### src/rtl/esp32_boot_sequencer.sv
// ESP32 EN/GPIO0 sequencer: synchronises and glitch-filters the FTDI DTR/RTS auto-reset
// lines, then enforces the power-up hold, minimum reset width and bootloader strap timing.

module esp32_boot_sequencer #(
  parameter int C_powerup_cycles = 0,
  parameter int C_filter_cycles  = 250,
  parameter int C_reset_min      = 250000,
  parameter int C_strap_min      = 250000
) (
  input  logic       clk_25mhz,
  input  logic       rst,
  input  logic       ftdi_ndtr,
  input  logic       ftdi_nrts,
  input  logic       btn_reset,
  output logic       esp_en,
  output logic       esp_gpio0,
  output logic       boot_mode,
  output logic       busy,
  output logic [2:0] state
);

  typedef enum logic [2:0] {
    ST_POWERUP    = 3'd0,
    ST_RUN        = 3'd1,
    ST_RESET_HOLD = 3'd2,
    ST_STRAP      = 3'd3
  } state_t;

  localparam int MAX_A = (C_powerup_cycles > C_reset_min) ? C_powerup_cycles : C_reset_min;
  localparam int MAX_P = (MAX_A > C_strap_min) ? MAX_A : C_strap_min;
  localparam int CNT_W = (MAX_P < 1) ? 1 : $clog2(MAX_P + 1);
  localparam int FLT_N = (C_filter_cycles < 1) ? 1 : C_filter_cycles;
  localparam int FLT_W = $clog2(FLT_N + 1);

  // Reset and strap loads are one short so the state lasts exactly the minimum width.
  localparam logic [CNT_W-1:0] POWERUP_LOAD = CNT_W'(C_powerup_cycles);
  localparam logic [CNT_W-1:0] RESET_LOAD   = CNT_W'((C_reset_min > 0) ? C_reset_min - 1 : 0);
  localparam logic [CNT_W-1:0] STRAP_LOAD   = CNT_W'((C_strap_min > 0) ? C_strap_min - 1 : 0);
  localparam logic [CNT_W-1:0] CNT_ONE      = CNT_W'(1);
  localparam logic [FLT_W-1:0] FLT_TARGET   = FLT_W'(FLT_N);
  localparam logic [FLT_W-1:0] FLT_ONE      = FLT_W'(1);

  logic [1:0]       ln_meta_q, ln_meta_d;
  logic [1:0]       ln_sync_q, ln_sync_d;
  logic [1:0]       pair_s;
  logic [1:0]       pair_prev_q, pair_prev_d;
  logic [FLT_W-1:0] stable_cnt_q, stable_cnt_d;
  logic [1:0]       filt_q, filt_d;
  logic             rst_req, boot_req;
  state_t           state_q, state_d;
  logic [CNT_W-1:0] cnt_q, cnt_d;
  logic             en_q, en_d;
  logic             gpio0_q, gpio0_d;
  logic             boot_mode_q, boot_mode_d;
  logic             busy_q, busy_d;

  // Pairs are packed as {dtr, rts}, active high after inversion of the FTDI lines.
  assign pair_s = ~ln_sync_q;

  always_comb begin
    ln_meta_d   = {ftdi_ndtr, ftdi_nrts};
    ln_sync_d   = ln_meta_q;
    pair_prev_d = pair_s;
    if (pair_s == pair_prev_q) begin
      stable_cnt_d = (stable_cnt_q >= FLT_TARGET) ? stable_cnt_q : stable_cnt_q + FLT_ONE;
    end else begin
      stable_cnt_d = FLT_ONE;
    end
    filt_d = (stable_cnt_d >= FLT_TARGET) ? pair_s : filt_q;
  end

  assign rst_req  = filt_q[0] & ~filt_q[1];
  assign boot_req = filt_q[1] & ~filt_q[0];

  always_comb begin
    state_d     = state_q;
    cnt_d       = (cnt_q != '0) ? cnt_q - CNT_ONE : '0;
    boot_mode_d = boot_mode_q;
    case (state_q)
      ST_POWERUP: begin
        if (cnt_q == '0) begin
          state_d = ST_RUN;
        end
      end
      ST_RUN: begin
        if (btn_reset || rst_req) begin
          state_d = ST_RESET_HOLD;
          cnt_d   = RESET_LOAD;
          if (btn_reset) begin
            boot_mode_d = 1'b0;
          end
        end
      end
      ST_RESET_HOLD: begin
        if (btn_reset) begin
          cnt_d       = RESET_LOAD;
          boot_mode_d = 1'b0;
        end else if ((cnt_q == '0) && !rst_req) begin
          if (boot_req) begin
            state_d     = ST_STRAP;
            cnt_d       = STRAP_LOAD;
            boot_mode_d = 1'b1;
          end else begin
            state_d     = ST_RUN;
            boot_mode_d = 1'b0;
          end
        end
      end
      ST_STRAP: begin
        if (btn_reset || rst_req) begin
          state_d = ST_RESET_HOLD;
          cnt_d   = RESET_LOAD;
          if (btn_reset) begin
            boot_mode_d = 1'b0;
          end
        end else if ((cnt_q == '0) && !boot_req) begin
          state_d = ST_RUN;
        end
      end
      default: begin
        state_d = ST_POWERUP;
        cnt_d   = POWERUP_LOAD;
      end
    endcase
    en_d    = (state_d == ST_RUN) || (state_d == ST_STRAP);
    gpio0_d = (state_d != ST_STRAP);
    busy_d  = (state_d != ST_RUN);
  end

  always_ff @(posedge clk_25mhz) begin
    if (rst) begin
      ln_meta_q    <= 2'b11;
      ln_sync_q    <= 2'b11;
      pair_prev_q  <= 2'b00;
      stable_cnt_q <= '0;
      filt_q       <= 2'b00;
      state_q      <= ST_POWERUP;
      cnt_q        <= POWERUP_LOAD;
      en_q         <= 1'b0;
      gpio0_q      <= 1'b1;
      boot_mode_q  <= 1'b0;
      busy_q       <= 1'b1;
    end else begin
      ln_meta_q    <= ln_meta_d;
      ln_sync_q    <= ln_sync_d;
      pair_prev_q  <= pair_prev_d;
      stable_cnt_q <= stable_cnt_d;
      filt_q       <= filt_d;
      state_q      <= state_d;
      cnt_q        <= cnt_d;
      en_q         <= en_d;
      gpio0_q      <= gpio0_d;
      boot_mode_q  <= boot_mode_d;
      busy_q       <= busy_d;
    end
  end

  assign esp_en    = en_q;
  assign esp_gpio0 = gpio0_q;
  assign boot_mode = boot_mode_q;
  assign busy      = busy_q;
  assign state     = state_q;

endmodule

### config.mk
export PLATFORM = sky130hd
export DESIGN_NAME = esp32_boot_sequencer
export DESIGN_NICKNAME = d
export VERILOG_FILES = /design/src/rtl/esp32_boot_sequencer.sv
export SDC_FILE = /design/constraint.sdc
export NUM_CORES = 1
export LEC_CHECK = 0
export ABC_AREA = 1
export CAP_MARGIN = 20
export CELL_PAD_IN_SITES_DETAIL_PLACEMENT = 0
export CELL_PAD_IN_SITES_GLOBAL_PLACEMENT = 1
export CORE_UTILIZATION = 45
export DETAILED_ROUTE_END_ITERATION = 8
export DONT_BUFFER_PORTS = 1
export PLACE_DENSITY_LB_ADDON = 0.12
export SKIP_LAST_GASP = 1
export SYNTH_ARGS = -nofsm -noshare
export SYNTH_HDL_FRONTEND = slang
export SYNTH_SLANG_ARGS = --single-unit
### constraint.sdc
create_clock -name clk_25mhz -period 1.7 [get_ports clk_25mhz]
set_clock_uncertainty 0.1 [all_clocks]
set_input_delay 0.17 -clock clk_25mhz [delete_from_list [all_inputs] [get_ports clk_25mhz]]
set_output_delay 0.17 -clock clk_25mhz [all_outputs]
set_load 0.01 [all_outputs]
==> results_dict.tcl <==
set metrics [dict create \
    outcome "finished, violations left" \
    violations "negative hold slack" \
    yosysWarnings 0 \
    cts_sinks 41 \
    cts_tree "yes" \
    clock_latency_ps 300 \
    dpl.hpwl_mm 3.68 \
    dieHeight_um 72.2 \
    dieArea_um2 5210 \
    dpl_worst_slack_ps -64.0 \
    critPathTopFamily "simple AND/OR/NAND/NOR gates" \
    post-route-period-util_pct 97.2 \
    reg2reg_slack_ps 50 \
    p_sw_uw 2500 \
    synth_seq_cells 41 \
    synth.largest_area_cell "dfxtp_1" \
    drive_above_1_share_pct 29.8 \
    power_uw 5610 \
    synthCells 320 \
    htree_levels 2 \
    dpl-instance-area_um2 2450 \
    drv_slew 0 \
    synth_edf_count 0 \
    irDropWorstVdd_mv 0.807 \
    crit_buf_inv 1 \
    antenna_found_initial 0 \
    synth.most_common_cell "nand2_1" \
    vias_per_cell 4.90 \
    min_to "boot_mode$_SDFFE_PP0P_" \
    track_usage_pct 20.6 \
    timing.fmax_mhz 605 \
    synth_area_um2 2220 \
    startpoint_type "flip-flop" \
    vias 2100 \
    nets 370 \
    pwr-share-seq_pct 23.2 \
    path_cells "inv_2 > ha_4 > nand3_4 > nor2_4 > nand3_4 > o21ai_4 > nand2_2 > o21ai_4 > nor2_1" \
    wl_per_cell_um 12.2 \
    slowest_delay_ps 320 \
    row_count 25 \
    hold_viol_final 1 \
    fillers 427 \
    syn_area_per_cell_um2 6.92 \
    p_sw_share_pct 44.7 \
    fin_util_pct 61.8 \
    core_um2 4720 \
    cts_made_buffers 5 \
    async_flop_share_pct 0 \
    ctsLongestPathBuffers 2 \
    grt_pass1_vias 1860 \
    finalWeightedCongestion 0.819 \
    fin_cells 429 \
    syn-num-nets 329 \
    yosys.area.top_type_share_pct 37.0 \
    synth_area_leaders "dfxtp_1, nand2_1, nor2_1" \
    placed_cells 405 \
    grt_pass1_wl_mm 8.36 \
    overflow 0 \
    whs_path_depth 3 \
    grt_max_degree 20 \
    holdWs_ps -6.27 \
    design_area_um2 2920 \
    worstPathRequired_ps 1770 \
    hp-class "in2reg" \
    ys_types 29 \
    diodes 0 \
    worstPathArrival_ps 1730 \
    path_clk_slew_ps 90 \
    criticalPathCategory "reg2reg" \
    period_needed_ps 1650 \
    die_w_um 72.2 \
    numPortBuffers 0 \
    end_kind "flip-flop" \
    r2r-end "cnt_q[9]$_SDFF_PP0_" \
    cts_root_buf "clkbuf_8" \
    synth_ff_type "dfxtp_1" \
    maxCapViolCount 0 \
    antenna_left 0 \
    synth_commonest_cells "nand2_1, nor2_1, dfxtp_1, inv_1, nand3_1" \
    drtPass1Iterations 4 \
    seq_area_um2 832 \
    rsz0062_at_grt "yes" \
    power_density_nw_per_um2 1920 \
    wl_mm 5.22 \
    min_from "btn_reset" \
    synthToLayoutAreaGrowth_pct 31.7 \
    synth-seq-area-share_pct 37.0 \
    drtIter0Drc 86 \
    leakage_uw 0.00128 \
    multi_input_area_um2 1450 \
    fin_ws_ps 47.1 \
    slowest_stage "dfxtp_1" \
    p_comb_share_pct 62.2 \
    r2r_start "cnt_q[1]$_SDFF_PP0_" \
    p_int_uw 3100 \
    initial_core_util_pct 46.9 \
    ioPinCount 12 \
    final-setup-viol-count 0 \
    drc 0 \
    pwr-share-clk_pct 14.6 \
    reg2reg_depth 9 \
    critPathMaxFanout 8 \
]
==> layout make-up <==
class                      count  area share, %
multi-input combinational    240           49.6
inverter                      36           4.63
tap                           67           2.87
sequential                    41           28.5
timing repair buffer          37           10.3
clock buffer                   6           2.83
clock inverter                 2           1.29
==> sequential cells by signal, summed over array words and instances, names as in the netlist <==
| register | cells |
|---|---|
| cnt_q | 18 |
| boot_mode | 1 |
| stable_cnt_q | 8 |
| esp_gpio0 | 1 |
| filt_q | 2 |
| ln_sync_q | 2 |
| busy | 1 |
| pair_prev_q | 2 |
| esp_en | 1 |
| state | 3 |
| ln_meta_q | 2 |
==> worst reg2reg max path: stages (launching register included) <==
cell and delay (ps):
dfxtp_1 320, inv_2 80, ha_4 150, nand3_4 80
nor2_4 130, nand3_4 90, o21ai_4 170, nand2_2 80
o21ai_4 270, nor2_1 80
==> cell families after synthesis <==
kind of cell | synth area share, %
compound gates | 10.7
buf+inv | 6.61
flops | 37.0
other cells | 0.169
xor+xnor | 5.53
fa+ha+maj | 2.26
simple gates | 37.7
==> cells in the final DEF, fill, tap and decap left out, types with 8 or more instances in the layout <==
master          n
a21oi_1        19
buf_4          28
dfxtp_1        34
dlygate4sd3_1   9
inv_1          30
nand2_1        54
nand2_2        10
nand3_1        17
nand4_1         9
nor2_1         45
nor2_2         12
nor2_4         10
o21ai_0        12
xnor2_1         8
==> through the flow <==
stage | hold slack (ps) | TNS, ps
2_1_floorplan | 174 | 0
3_3_place_gp | 140 | -158
3_5_place_dp | 141 | -181
4_1_cts | -179 | -9.25
5_1_grt | 1.77 | -773
6_report | -6.27 | 0
==> how the worst max path moves through the flow <==
stage | from | end | depth (start not counted)
2_1_floorplan | stable_cnt_q[0]$_SDFF_PP0_ | filt_q[0]$_SDFFE_PP0P_ | 12
3_3_place_gp | stable_cnt_q[1]$_SDFF_PP0_ | filt_q[0]$_SDFFE_PP0P_ | 8
3_5_place_dp | stable_cnt_q[1]$_SDFF_PP0_ | filt_q[0]$_SDFFE_PP0P_ | 8
4_1_cts | cnt_q[0]$_SDFF_PP0_ | cnt_q[16]$_SDFF_PP0_ | 11
5_1_grt | cnt_q[13]$_SDFF_PP0_ | cnt_q[3]$_SDFF_PP0_ | 8
6_report | cnt_q[1]$_SDFF_PP0_ | cnt_q[9]$_SDFF_PP0_ | 9
==> per-layer routing <==
metal,routed length (um),global-route usage (%),part of all wire (%),vias up
met2,2450,31.6,47,18
met4,29,5.88,0.56,0
met5,0,0,0,-
li1,-,-,-,1106
met3,135,4.58,2.6,2
met1,2600,29.0,50,974
==> power by group through the flow <==
| stage | clock, uW | sequential (uW) | combinational [uW] |
|---|---|---|---|
| global placement | 0 | 1300 | 3010 |
| CTS | 841 | 1280 | 3070 |
| finish | 820 | 1300 | 3490 |
| floorplan | 0 | 1280 | 2220 |
| detailed placement | 0 | 1300 | 3030 |
| global route | 878 | 1320 | 3950 |
==> repair_timing <==
item / in CTS / in global routing
gates resized for setup: 4 / 57
hold buffers: 8 / 1
pin swaps: 2 / 24
endpoints found under the setup margin: 4 / 24
gates cloned: 0 / 0
buffers inserted: 0 / 7
hold endpoints to repair: 18 / 11
(Power assumes the default switching activity.)
